## config.mk

```make
export PLATFORM = sky130hd
export DESIGN_NAME = tx_arbiter_flat
export DESIGN_NICKNAME = d
export VERILOG_FILES = /design/src/rtl/tx_arbiter_if.sv /design/src/rtl/tx_arbiter.sv /design/src/flat_wrapper.sv
export SDC_FILE = /design/constraint.sdc
export NUM_CORES = 1
export LEC_CHECK = 0
export ABC_AREA = 0
export CORE_UTILIZATION = 45
export CTS_CLUSTER_SIZE = 28
export DETAILED_ROUTE_END_ITERATION = 8
export HOLD_SLACK_MARGIN = 0.03
export PLACE_DENSITY = 0.7
export SETUP_SLACK_MARGIN = 0.4
export SLEW_MARGIN = 20
export SYNTH_ARGS = -nofsm -noshare
export SYNTH_HDL_FRONTEND = slang
export SYNTH_SLANG_ARGS = --single-unit
```

## constraint.sdc

```tcl
create_clock -name sysclk -period 2.4 [get_ports sysclk]
set_input_delay 0.36 -clock sysclk [delete_from_list [all_inputs] [get_ports sysclk]]
set_output_delay 0.36 -clock sysclk [all_outputs]
set_load 0.01 [all_outputs]
```

## src/rtl/tx_arbiter_if.sv

```systemverilog
// tx_arbiter_if
//   Bundles the signals between the three byte sources / mode FSM and the
//   tx_arbiter, plus the arbiter's outputs toward the serial transmitter.
//   master : en, start1..3, data1..3, clr_ovr out; arbiter outputs in
//   slave  : the arbiter itself (inverse directions)
interface tx_arbiter_if;
  logic [2:0] en;
  logic       start1;
  logic       start2;
  logic       start3;
  logic [7:0] data1;
  logic [7:0] data2;
  logic [7:0] data3;
  logic       clr_ovr;
  logic [7:0] tx_data;
  logic       tx_start;
  logic       busy;
  logic [1:0] grant;
  logic [2:0] pending;
  logic [2:0] overrun;

  modport master (
    output en, start1, start2, start3, data1, data2, data3, clr_ovr,
    input  tx_data, tx_start, busy, grant, pending, overrun
  );

  modport slave (
    input  en, start1, start2, start3, data1, data2, data3, clr_ovr,
    output tx_data, tx_start, busy, grant, pending, overrun
  );
endinterface

```

## src/rtl/tx_arbiter.sv

```systemverilog
// tx_arbiter
//   Round-robin arbiter sharing one serial transmitter among three byte
//   sources. Each source has a one-byte holding register; one frame is
//   launched at a time and timed locally (the transmitter has no busy output).
//   Ports:
//     sysclk  : clock, rising edge
//     reset   : asynchronous, active-high
//     bus     : tx_arbiter_if.slave (enables, start strobes, data bytes,
//               clr_ovr in; tx_data, tx_start, busy, grant, pending,
//               overrun out)
module tx_arbiter #(
  parameter int CLKS_PER_BIT = 10417,
  parameter int FRAME_BITS   = 10
) (
  input  logic        sysclk,
  input  logic        reset,
  tx_arbiter_if.slave bus
);
  localparam int FRAME_CYCLES = CLKS_PER_BIT * FRAME_BITS;
  localparam int CNT_W        = $clog2(FRAME_CYCLES);
  localparam logic [CNT_W-1:0] CNT_LAST = CNT_W'(FRAME_CYCLES - 1);

  typedef enum logic [1:0] {
    IDLE   = 2'd0,
    LAUNCH = 2'd1,
    HOLD   = 2'd2
  } state_t;

  state_t           state_q, state_d;
  logic [CNT_W-1:0] cnt_q, cnt_d;
  logic [7:0]       tx_data_q, tx_data_d;
  logic             tx_start_q, tx_start_d;
  logic             busy_q, busy_d;
  logic [1:0]       grant_q, grant_d;
  logic [2:0]       pending_q, pending_d;
  logic [2:0]       overrun_q, overrun_d;
  logic [7:0]       hold_q [3];
  logic [7:0]       hold_d [3];

  logic [2:0]       start_s;
  logic [7:0]       data_s [3];
  logic             launch_s;
  logic [1:0]       winner_s;
  logic [2:0]       take_s;

  // Returns {found, index}: first requester after 'last' in the order
  // last+1, last+2, last+3 (mod 3).
  function automatic logic [2:0] rr_pick(input logic [2:0] req, input logic [1:0] last);
    logic [2:0][1:0] order;
    logic            found;
    logic [1:0]      idx;
    case (last)
      2'd0:    order = {2'd0, 2'd2, 2'd1};
      2'd1:    order = {2'd1, 2'd0, 2'd2};
      default: order = {2'd2, 2'd1, 2'd0};
    endcase
    found = 1'b0;
    idx   = 2'd0;
    for (int k = 0; k < 3; k++) begin
      idx   = (!found && req[order[k]]) ? order[k] : idx;
      found = found | req[order[k]];
    end
    return {found, idx};
  endfunction

  assign start_s   = {bus.start3, bus.start2, bus.start1};
  assign data_s[0] = bus.data1;
  assign data_s[1] = bus.data2;
  assign data_s[2] = bus.data3;

  // A launch is decided only from IDLE; disabled sources never win.
  assign {launch_s, winner_s} = (state_q == IDLE) ? rr_pick(pending_q & bus.en, grant_q) : 3'b000;
  assign take_s = launch_s ? (3'b001 << winner_s) : 3'b000;

  // Frame sequencing: next state, frame counter and registered outputs.
  always_comb begin
    state_d    = state_q;
    cnt_d      = cnt_q;
    tx_data_d  = tx_data_q;
    tx_start_d = 1'b0;
    busy_d     = busy_q;
    grant_d    = grant_q;
    case (state_q)
      IDLE: begin
        if (launch_s) begin
          state_d    = LAUNCH;
          tx_data_d  = hold_q[winner_s];
          grant_d    = winner_s;
          tx_start_d = 1'b1;
          busy_d     = 1'b1;
        end else begin
          busy_d     = 1'b0;
        end
      end
      LAUNCH: begin
        state_d = HOLD;
        cnt_d   = '0;
        busy_d  = 1'b1;
      end
      HOLD: begin
        if (cnt_q == CNT_LAST) begin
          state_d = IDLE;
          cnt_d   = '0;
          busy_d  = 1'b0;
        end else begin
          cnt_d   = cnt_q + CNT_W'(1);
          busy_d  = 1'b1;
        end
      end
      default: begin
        state_d = IDLE;
        cnt_d   = '0;
        busy_d  = 1'b0;
      end
    endcase
  end

  // Holding registers, pending flags and sticky overrun flags.
  // A strobe on the same edge its source is granted refills the register
  // (the grant has consumed the old byte), so no overrun is raised.
  always_comb begin
    pending_d = pending_q;
    overrun_d = bus.clr_ovr ? 3'b000 : overrun_q;
    for (int i = 0; i < 3; i++) begin
      hold_d[i] = hold_q[i];
      if (!bus.en[i]) begin
        pending_d[i] = 1'b0;
      end else if (start_s[i]) begin
        if (!pending_q[i] || take_s[i]) begin
          hold_d[i]    = data_s[i];
          pending_d[i] = 1'b1;
        end else begin
          overrun_d[i] = 1'b1;
        end
      end else if (take_s[i]) begin
        pending_d[i] = 1'b0;
      end else begin
        pending_d[i] = pending_q[i];
      end
    end
  end

  // State register with asynchronous reset.
  always_ff @(posedge sysclk or posedge reset) begin
    if (reset) begin
      state_q    <= IDLE;
      cnt_q      <= '0;
      tx_data_q  <= 8'h00;
      tx_start_q <= 1'b0;
      busy_q     <= 1'b0;
      grant_q    <= 2'd2;
      pending_q  <= 3'b000;
      overrun_q  <= 3'b000;
      for (int i = 0; i < 3; i++) begin
        hold_q[i] <= 8'h00;
      end
    end else begin
      state_q    <= state_d;
      cnt_q      <= cnt_d;
      tx_data_q  <= tx_data_d;
      tx_start_q <= tx_start_d;
      busy_q     <= busy_d;
      grant_q    <= grant_d;
      pending_q  <= pending_d;
      overrun_q  <= overrun_d;
      for (int i = 0; i < 3; i++) begin
        hold_q[i] <= hold_d[i];
      end
    end
  end

  assign bus.tx_data  = tx_data_q;
  assign bus.tx_start = tx_start_q;
  assign bus.busy     = busy_q;
  assign bus.grant    = grant_q;
  assign bus.pending  = pending_q;
  assign bus.overrun  = overrun_q;
endmodule
```

## src/flat_wrapper.sv

```systemverilog
// flat-port wrapper written by rule: the top's interface ports become plain ports
module tx_arbiter_flat 
#(
  parameter int CLKS_PER_BIT = 10417,
  parameter int FRAME_BITS   = 10
)
  (sysclk, reset, bus_en, bus_start1, bus_start2, bus_start3, bus_data1, bus_data2, bus_data3, bus_clr_ovr, bus_tx_data, bus_tx_start, bus_busy, bus_grant, bus_pending, bus_overrun);
  tx_arbiter_if bus_i ();
  input  logic sysclk;
  input  logic reset;
  input wire logic [$bits(bus_i.en)-1:0] bus_en;
  input wire logic [$bits(bus_i.start1)-1:0] bus_start1;
  input wire logic [$bits(bus_i.start2)-1:0] bus_start2;
  input wire logic [$bits(bus_i.start3)-1:0] bus_start3;
  input wire logic [$bits(bus_i.data1)-1:0] bus_data1;
  input wire logic [$bits(bus_i.data2)-1:0] bus_data2;
  input wire logic [$bits(bus_i.data3)-1:0] bus_data3;
  input wire logic [$bits(bus_i.clr_ovr)-1:0] bus_clr_ovr;
  output wire logic [$bits(bus_i.tx_data)-1:0] bus_tx_data;
  output wire logic [$bits(bus_i.tx_start)-1:0] bus_tx_start;
  output wire logic [$bits(bus_i.busy)-1:0] bus_busy;
  output wire logic [$bits(bus_i.grant)-1:0] bus_grant;
  output wire logic [$bits(bus_i.pending)-1:0] bus_pending;
  output wire logic [$bits(bus_i.overrun)-1:0] bus_overrun;
  assign bus_i.en = bus_en;
  assign bus_i.start1 = bus_start1;
  assign bus_i.start2 = bus_start2;
  assign bus_i.start3 = bus_start3;
  assign bus_i.data1 = bus_data1;
  assign bus_i.data2 = bus_data2;
  assign bus_i.data3 = bus_data3;
  assign bus_i.clr_ovr = bus_clr_ovr;
  assign bus_tx_data = bus_i.tx_data;
  assign bus_tx_start = bus_i.tx_start;
  assign bus_busy = bus_i.busy;
  assign bus_grant = bus_i.grant;
  assign bus_pending = bus_i.pending;
  assign bus_overrun = bus_i.overrun;
  tx_arbiter #(.CLKS_PER_BIT(CLKS_PER_BIT), .FRAME_BITS(FRAME_BITS)) u_core (.sysclk(sysclk), .reset(reset), .bus(bus_i));
endmodule
```

==> impl_metrics.ini, run 1 <==
[status]
status = finished clean

[drt]
drc_errors = 0
wire_per_inst_um = 16.3
drt-total-wl_um = 6600
first_pass_iters = 6
ant_nets = 0
num_vias = 2350
drt_iter0_drc = 143
viasPerCell = 5.80

[final_layout]
seq_area_um2 = 1530
multi_input_area_um2 = 1210
fill_cells = 480
insertedDiodeCount = 0
syn_to_final_growth_pct = 33.6
drive_gt1_frac = 0.227
layout_common_cells = dfrtp_1 (58), clkdlybuf4s50_1 (49), mux2_2 (25)
final_common_cell = dfrtp_1
nNetsFinal = 360
fin_area_um2 = 3760

[worst_setup_path]
cp_slowest_stage_delay_ps = 550
critical_path_class = register to register
crit_family = simple AND/OR/NAND/NOR gates
start_kind = register
path_buf_inv = 2
rrSetupSlack_ps = 480
crit_path_cell_trace = or4b_4 > nor4_4 > buf_6 > buf_4 > nor2_1 > a32o_1
r2r_start = u_core.cnt_q[4]$_DFFE_PP0N_
arrival_ps = 2140
worstPathMaxFanout = 7
rr_worst_depth = 6
r2r_end = u_core.cnt_q[15]$_DFFE_PP0N_
cp_slowest_cell = or4b_4
critical_path_required_ps = 2630
worstSetupEndpointType = register

[synthesis]
yosys-top-cells-area = dfrtp_1 (53%), mux2_2 (10%), o21ai_0 (2.8%)
synth_seq_cells = 61
ys_types = 47
synth_ff_type = dfrtp_1
synth_top_area_cell = dfrtp_1
yosysWarnings = 0
synth_top_area_frac = 0.534
netlist_instances = 256
synthArstFlopShare = 1.00
synth_edf_count = 0
yosysSeqAreaShare = 0.543
avgSynthCellArea_um2 = 11.0
syn_nets = 291
syn_area_um2 = 2810

[timing]
tightest_slew_ps = 514
finalSetupTns_ps = 0
min_period_over_period = 0.799
period_needed_ps = 1920
rsz0062_at_grt = false
max_slew_margin = 0.654
maxSlewViolCount = 0
max_freq_mhz = 521
setup_violations = 0
fin_skew_ps = 11.1
fin_ws_ps = 482
hold_violations = 0

[clock_tree]
cts_made_buffers = 9
cts_root_buf = clkbuf_8
clk_path_buf_depth = 2
path_clk_slew_ps = 80
cts_tree = built
worstSkewPairLatency_ps = 340
ctsHoldBuffers = 0
cts.htree.levels = 3
clock-sinks = 61

[placement]
gp_congestion = 0.865
port_buffers = 50
pre_cts_slack_ps = 145
dpl-instance-area_um2 = 3460
dpl.hpwl_um = 4650

[power]
peakVddDrop_mv = 0.681
leakage_nw = 1.61
p_per_area_nw_per_um2 = 957
power_w = 0.00359

[global_route]
grt_max_degree = 43
antenna_found_initial = 0
grt_pass1_vias = 2231
globalRouteOverflowTotal = 0
track_usage = 0.222
grt_pass1_wl_um = 10800

[floorplan]
initial_core_util = 0.469
die_area_um2 = 6570
num_rows = 28
die_x_um = 81.0
core_um2 = 5990
io_pins = 51
die_h_um = 81.0

[run]
max-cap-violations = 0

[min_path]
min_path_type = input port to async pin
## kinds of logic (layout without fill, tap and decap cells)
group | Yosys count | count (layout) | synth area share
simple gates | 81 | 81 | 0.151
flops | 61 | 61 | 0.543
compound gates | 58 | 58 | 0.143
mux | 26 | 26 | 0.104
buf+inv | 23 | 97 | 0.0338
xor+xnor | 5 | 5 | 0.0156
fa+ha+maj | 2 | 2 | 0.00890
## cell type report
cell class	count	area share
inverters	14	0.0140
clock inverters	7	0.0266
well taps	75	0.0250
multi-input cells	172	0.322
clock buffers	9	0.0330
repair buffers	67	0.172
flip-flops and latches	61	0.407
## power by group
part	internal, W	leakage, nW	switching (W)
clock	0.000589	0.113	0.000427
combinational	0.000571	0.735	0.000533
sequential	0.00129	0.757	0.000187
## per-layer routing
metal,track usage,vias up,wire length [µm]
li1,-,1076,-
met1,0.308,1169,3120
met2,0.323,87,2930
met3,0.0438,18,368
met4,0.123,0,174
met5,0,-,0
## stage by stage
stage / instances / utilization / hold WS (ps)
floorplan: 256 / - / 451
global placement: 383 / 0.577 / 487
detailed placement: 383 / 0.577 / 496
CTS: 401 / 0.618 / 361
global route: 405 / 0.627 / 385
finish: 405 / 0.627 / 351
## worst register-to-register path: stages (launching register included)
cell	delay, ps
dfrtp_1	400
or4b_4	550
nor4_4	320
buf_6	170
buf_4	110
nor2_1	30
a32o_1	230
## Yosys cell counts (2+ instances only)
cell,instances
nand3_1,11
and2_1,3
nor3_1,5
a21oi_2,2
ha_1,2
inv_1,14
o22ai_1,4
clkbuf_1,7
nor2_1,16
dfrtp_1,60
o21ai_0,16
nand2_1,21
mux2_2,25
a22oi_1,2
a221o_1,3
xor2_1,5
a21oi_1,11
nor2b_1,2
a22o_1,4
and3_1,4
nand4_1,9
a222oi_1,5
## registers in the layout (all words and copies together) (netlist names)
| signal | count |
|---|---|
| u_core.bus.grant | 2 |
| u_core.bus.overrun | 3 |
| u_core.bus.tx_data | 8 |
| u_core.cnt_q | 17 |
| u_core.bus.pending | 3 |
| u_core.state_q | 2 |
| u_core.bus.tx_start | 1 |
| u_core.hold_q | 24 |
| u_core.bus.busy | 1 |
## worst max-delay path by stage
stage          cells past startpoint                         from  slack [ps]                             to
5_1_grt                            6  u_core.cnt_q[7]$_DFFE_PP0N_         390    u_core.cnt_q[5]$_DFFE_PP0N_
6_report                           6  u_core.cnt_q[4]$_DFFE_PP0N_         480   u_core.cnt_q[15]$_DFFE_PP0N_
4_1_cts                            5  u_core.cnt_q[4]$_DFFE_PP0N_         440    u_core.cnt_q[2]$_DFFE_PP0N_
2_1_floorplan                      6  u_core.cnt_q[2]$_DFFE_PP0N_         430    u_core.cnt_q[6]$_DFFE_PP0N_
3_5_place_dp                       6                    bus_en[2]         150  u_core.hold_q[19]$_DFFE_PP0P_
3_3_place_gp                       7                    bus_en[0]         160   u_core.hold_q[0]$_DFFE_PP0P_
## what timing repair did
action                                 CTS  global route
pin swaps                                0             1
setup buffers                            2             4
endpoints found under the hold margin    0             0
gates cloned                             0             0
setup endpoints to repair                2            37
resized for setup                        1             9
Power figures use the tool's default switching activity.
==> run 2, diff against run 1 <==
--- a/config.mk
+++ b/config.mk
@@ -10,7 +10,7 @@
 export CTS_CLUSTER_SIZE = 28
 export DETAILED_ROUTE_END_ITERATION = 8
 export HOLD_SLACK_MARGIN = 0.03
-export PLACE_DENSITY = 0.7
+export PLACE_DENSITY = 0.73
 export SETUP_SLACK_MARGIN = 0.4
 export SLEW_MARGIN = 20
 export SYNTH_ARGS = -nofsm -noshare
==> constraint.sdc (replaced) <==
create_clock -name sysclk -period 1.66 [get_ports sysclk]
set_input_delay 0.249 -clock sysclk [delete_from_list [all_inputs] [get_ports sysclk]]
set_output_delay 0.249 -clock sysclk [all_outputs]
set_load 0.01 [all_outputs]
==> impl_metrics.ini, run 2 (same netlist as run 1, synthesis figures left out) <==
[status]
status = complete, but fails checks
violations = setup timing

[worst_setup_path]
r2r_end = u_core.cnt_q[15]$_DFFE_PP0N_
r2r_start = u_core.cnt_q[14]$_DFFE_PP0N_
rr_worst_depth = 6
worstSetupEndpointType = register
critical_path_required_ps = 1900
worstPathMaxFanout = 6
critical_path_class = register to register
arrival_ps = 2140
rrSetupSlack_ps = -240
start_kind = register

[timing]
max_slew_margin = 0.586
setup_violations = 44
min_period_over_period = 1.15
rsz0062_at_grt = true
maxSlewViolCount = 0
fin_skew_ps = 9.03
period_needed_ps = 1900
tightest_slew_ps = 616
fin_ws_ps = -244
max_freq_mhz = 525
hold_violations = 0

[min_path]
min_path_type = input port to async pin

[drt]
ant_nets = 0
num_vias = 2583
drt_iter0_drc = 287
first_pass_iters = 4
wire_per_inst_um = 18.7
drt-total-wl_um = 8640
viasPerCell = 5.60
drc_errors = 0

[placement]
port_buffers = 50
placed_cells = 418
dpl.hpwl_um = 5010
dpl-instance-area_um2 = 3890
gp_congestion = 0.884

[final_layout]
nNetsFinal = 416
drive_gt1_frac = 0.461
largest_reg_flops = 24
fin_area_um2 = 4600
syn_to_final_growth_pct = 63.7
fill_cells = 354
finalNonFillerCells = 461
max_flop_register = u_core.hold_q
final_util = 0.768
insertedDiodeCount = 0
final_common_cell = dfrtp_1
layout_common_cells = dfrtp_1 (58), buf_4 (40), buf_6 (35)

[clock_tree]
cts_made_buffers = 9
clock-sinks = 61
clk_path_buf_depth = 2
cts.htree.levels = 3
cts_tree = built
cts_root_buf = clkbuf_8
worstSkewPairLatency_ps = 350
path_clk_slew_ps = 70

[floorplan]
io_pins = 51
die_area_um2 = 6570
core_um2 = 5990
num_rows = 28
die_h_um = 81.0
initial_core_util = 0.469
die_x_um = 81.0

[power]
seq_power_share = 0.345
p_int_w = 0.00407
p_per_area_nw_per_um2 = 1350
pwr-share-comb = 0.444
power.switching_w = 0.00213
peakVddDrop_mv = 0.968
clkPwrFrac = 0.211
leakage_nw = 2.07
switching_share = 0.344

[global_route]
globalRouteOverflowTotal = 0
track_usage = 0.278
antenna_found_initial = 0
grt_max_degree = 62
grt_pass1_vias = 2670
grt_pass1_wl_um = 13100

[run]
max-cap-violations = 0
## run 2: worst max-delay path by stage
stage	cells after the start	endpoint	slack (ps)	startpoint
floorplan	6	u_core.cnt_q[6]$_DFFE_PP0N_	-280	u_core.cnt_q[4]$_DFFE_PP0N_
global placement	6	u_core.bus.tx_data[1]$_DFFE_PP0P_	-400	bus_en[0]
detailed placement	6	u_core.bus.tx_data[1]$_DFFE_PP0P_	-430	bus_en[0]
CTS	6	u_core.cnt_q[15]$_DFFE_PP0N_	-240	u_core.cnt_q[2]$_DFFE_PP0N_
global route	6	u_core.cnt_q[15]$_DFFE_PP0N_	-300	u_core.cnt_q[14]$_DFFE_PP0N_
finish	6	u_core.cnt_q[15]$_DFFE_PP0N_	-240	u_core.cnt_q[14]$_DFFE_PP0N_
## run 2: power groups by stage
stage / Sequential [W] / Clock, W / Combinational, W
6_report: 0.00214 / 0.00131 / 0.00275
5_1_grt: 0.00217 / 0.00140 / 0.00290
4_1_cts: 0.00210 / 0.00132 / 0.00248
3_5_place_dp: 0.00213 / 0 / 0.00200
3_3_place_gp: 0.00211 / 0 / 0.00197
2_1_floorplan: 0.00216 / 0 / 0.00106
## run 2: metrics by stage
stage	setup TNS [ps]	setup slack, ps	hold slack, ps	power [W]
floorplan	-4210	-279	340	0.00322
global placement	-14700	-400	478	0.00408
detailed placement	-16900	-433	483	0.00413
CTS	-3180	-244	336	0.00590
global route	-6260	-303	372	0.00647
finish	-3730	-244	327	0.00620
## run 2: routing by layer
metal	GRT usage	part of all wire	vias up
met1	0.350	0.43	1269
met4	0.171	0.036	0
met5	0	0	-
met3	0.0663	0.055	24
met2	0.432	0.48	96
li1	-	-	1194
## run 2: final cells by class
cell class | count | area (µm²) | area share
Clock inverter | 6 | 63.8 | 0.0139
Sequential cell | 61 | 1530 | 0.333
Timing Repair Buffer | 123 | 1190 | 0.259
Inverter | 14 | 68.8 | 0.0150
Clock buffer | 10 | 128 | 0.0277
Multi-Input combinational cell | 172 | 1530 | 0.332
Tap cell | 75 | 93.8 | 0.0204
## run 2: critical path, stage by stage (launching register included)
cell	delay (ps)
dfrtp_1	380
or4b_4	560
nor4_4	320
buf_6	170
buf_6	100
nor2_2	30
a32o_1	230
## run 2: timing repair
item / in CTS / in global routing
pin swaps: 31 / 20
buffers inserted: 19 / 8
gates resized for setup: 123 / 32
endpoints found under the setup margin: 78 / 71
hold buffers: 0 / 0
==> run 3, diff against run 2 <==
--- a/config.mk
+++ b/config.mk
@@ -6,11 +6,10 @@
 export NUM_CORES = 1
 export LEC_CHECK = 0
 export ABC_AREA = 0
-export CORE_UTILIZATION = 45
+export CORE_UTILIZATION = 25
 export CTS_CLUSTER_SIZE = 28
 export DETAILED_ROUTE_END_ITERATION = 8
 export HOLD_SLACK_MARGIN = 0.03
-export PLACE_DENSITY = 0.73
 export SETUP_SLACK_MARGIN = 0.4
 export SLEW_MARGIN = 20
 export SYNTH_ARGS = -nofsm -noshare
==> impl_metrics.ini, run 3 (same netlist as run 1, synthesis figures left out) <==
[status]
status = complete, but fails checks
violations = setup timing

[final_layout]
largest_reg_flops = 24
final_util = 0.438
final_common_cell = dfrtp_1
max_flop_register = u_core.hold_q
layout_common_cells = dfrtp_1 (57), buf_4 (45), buf_6 (37)
syn_to_final_growth_pct = 69.8
insertedDiodeCount = 0
drive_gt1_frac = 0.465
nNetsFinal = 426
finalNonFillerCells = 536

[timing]
finalSetupTns_ps = -4220
hold_violations = 0
fin_ws_ps = -231
period_needed_ps = 1890
rsz0062_at_grt = true
hold_slack_ps = 336
fin_skew_ps = 18.5
setup_violations = 45
max_slew_margin = 0.599
max_freq_mhz = 529
maxSlewViolCount = 0
tightest_slew_ps = 596
min_period_over_period = 1.14

[clock_tree]
cts_made_buffers = 9
clk_path_buf_depth = 2
cts.htree.levels = 3
cts_tree = built
worstSkewPairLatency_ps = 350
path_clk_slew_ps = 80
cts_root_buf = clkbuf_8
clock-sinks = 61

[power]
leakage_nw = 2.12
clkPwrFrac = 0.217
p_int_w = 0.00419
switching_share = 0.329
power.switching_w = 0.00206
p_per_area_nw_per_um2 = 1310
seq_power_share = 0.339
peakVddDrop_mv = 0.528
pwr-share-comb = 0.444

[drt]
num_vias = 2557
drt_iter0_drc = 144
first_pass_iters = 5
drt-total-wl_um = 8220
ant_nets = 0
drc_errors = 0
viasPerCell = 4.77
wire_per_inst_um = 15.3

[floorplan]
num_rows = 38
die_area_um2 = 11700
core_um2 = 10900
io_pins = 51
die_h_um = 108
initial_core_util = 0.258
die_x_um = 108

[worst_setup_path]
startpoint = u_core.cnt_q[11]$_DFFE_PP0N_
start_kind = register
arrival_ps = 2130
worstSetupEndpointType = register
worstPathMaxFanout = 3
r2r_start = u_core.cnt_q[11]$_DFFE_PP0N_
critical_path_class = register to register
critical_path_required_ps = 1900

[global_route]
grt_pass1_vias = 2736
grt_max_degree = 62
antenna_found_initial = 0
track_usage = 0.150
globalRouteOverflowTotal = 0
grt_pass1_wl_um = 13500

[run]
max-cap-violations = 0

[placement]
port_buffers = 50
dpl.hpwl_um = 5270
placed_cells = 488
gp_congestion = 0.812
pre_cts_slack_ps = -447

[min_path]
min_path_type = input port to async pin
run 3: cell count changes in the layout (fill, tap and decap cells not counted), moves of 2 or more:
cell,delta
buf_4,+5
buf_12,+3
buf_6,+2
o22ai_2,-2
o21ai_2,-2
clkdlybuf4s15_1,-3
nor3_2,+2
o21ai_1,+2
run 3: worst max-delay path, cell delays in order (launching register included):
cell     delay, ps
dfrtp_1        390
or4b_4         550
nor4_4         310
or2_1          180
buf_6          130
o21ai_2         50
a22o_1         170
run 3: per-layer routing:
layer | up-vias | global-route usage | part of all wire
li1 | 1216 | - | -
met1 | 1278 | 0.197 | 0.47
met2 | 52 | 0.244 | 0.49
met3 | 11 | 0.0277 | 0.032
met4 | 0 | 0.0568 | 0.011
met5 | - | 0 | 0
run 3: final cells by class:
type / instances / area (µm²)
Multi-Input combinational cell: 172 / 1490
Clock buffer: 11 / 141
Inverter: 14 / 68.8
Tap cell: 140 / 175
Clock inverter: 5 / 58.8
Timing Repair Buffer: 133 / 1310
Sequential cell: 61 / 1530
Fill cell: 977 / 6110
run 3: worst paths after layout:
path | end | slack (ps) | cells past startpoint
max in group asynchronous | u_core.bus.grant[1]$_DFFE_PP1P_ | 1010 | 3
hold / removal | u_core.cnt_q[11]$_DFFE_PP0N_ | 340 | 3
hold reg to reg | u_core.cnt_q[16]$_DFFE_PP0N_ | 480 | 1
setup / recovery | u_core.cnt_q[6]$_DFFE_PP0N_ | -230 | 6
setup reg to reg | u_core.cnt_q[6]$_DFFE_PP0N_ | -230 | 6
min in group sysclk | u_core.bus.pending[1]$_DFFE_PP0P_ | 440 | 3
run 3: repair_timing:
item / 4_1_cts / 5_1_grt
buffers inserted: 23 / 9
cloned: 0 / 0
resized for setup: 127 / 23
hold buffers: 0 / 0
pin swaps: 38 / 15
setup endpoints to repair: 78 / 71
run 3: stage by stage:
stage	total power [W]	instance area (µm²)
CTS	0.00609	4660
finish	0.00625	4770
global route	0.00663	4770
floorplan	0.00322	3000
global placement	0.00422	4020
detailed placement	0.00425	4020
run 3: power groups by stage:
stage	sequential, W	clock [W]	combinational (W)
floorplan	0.00216	0	0.00106
global placement	0.00213	0	0.00209
detailed placement	0.00213	0	0.00213
CTS	0.00211	0.00139	0.00259
global route	0.00216	0.00147	0.00300
finish	0.00212	0.00136	0.00277
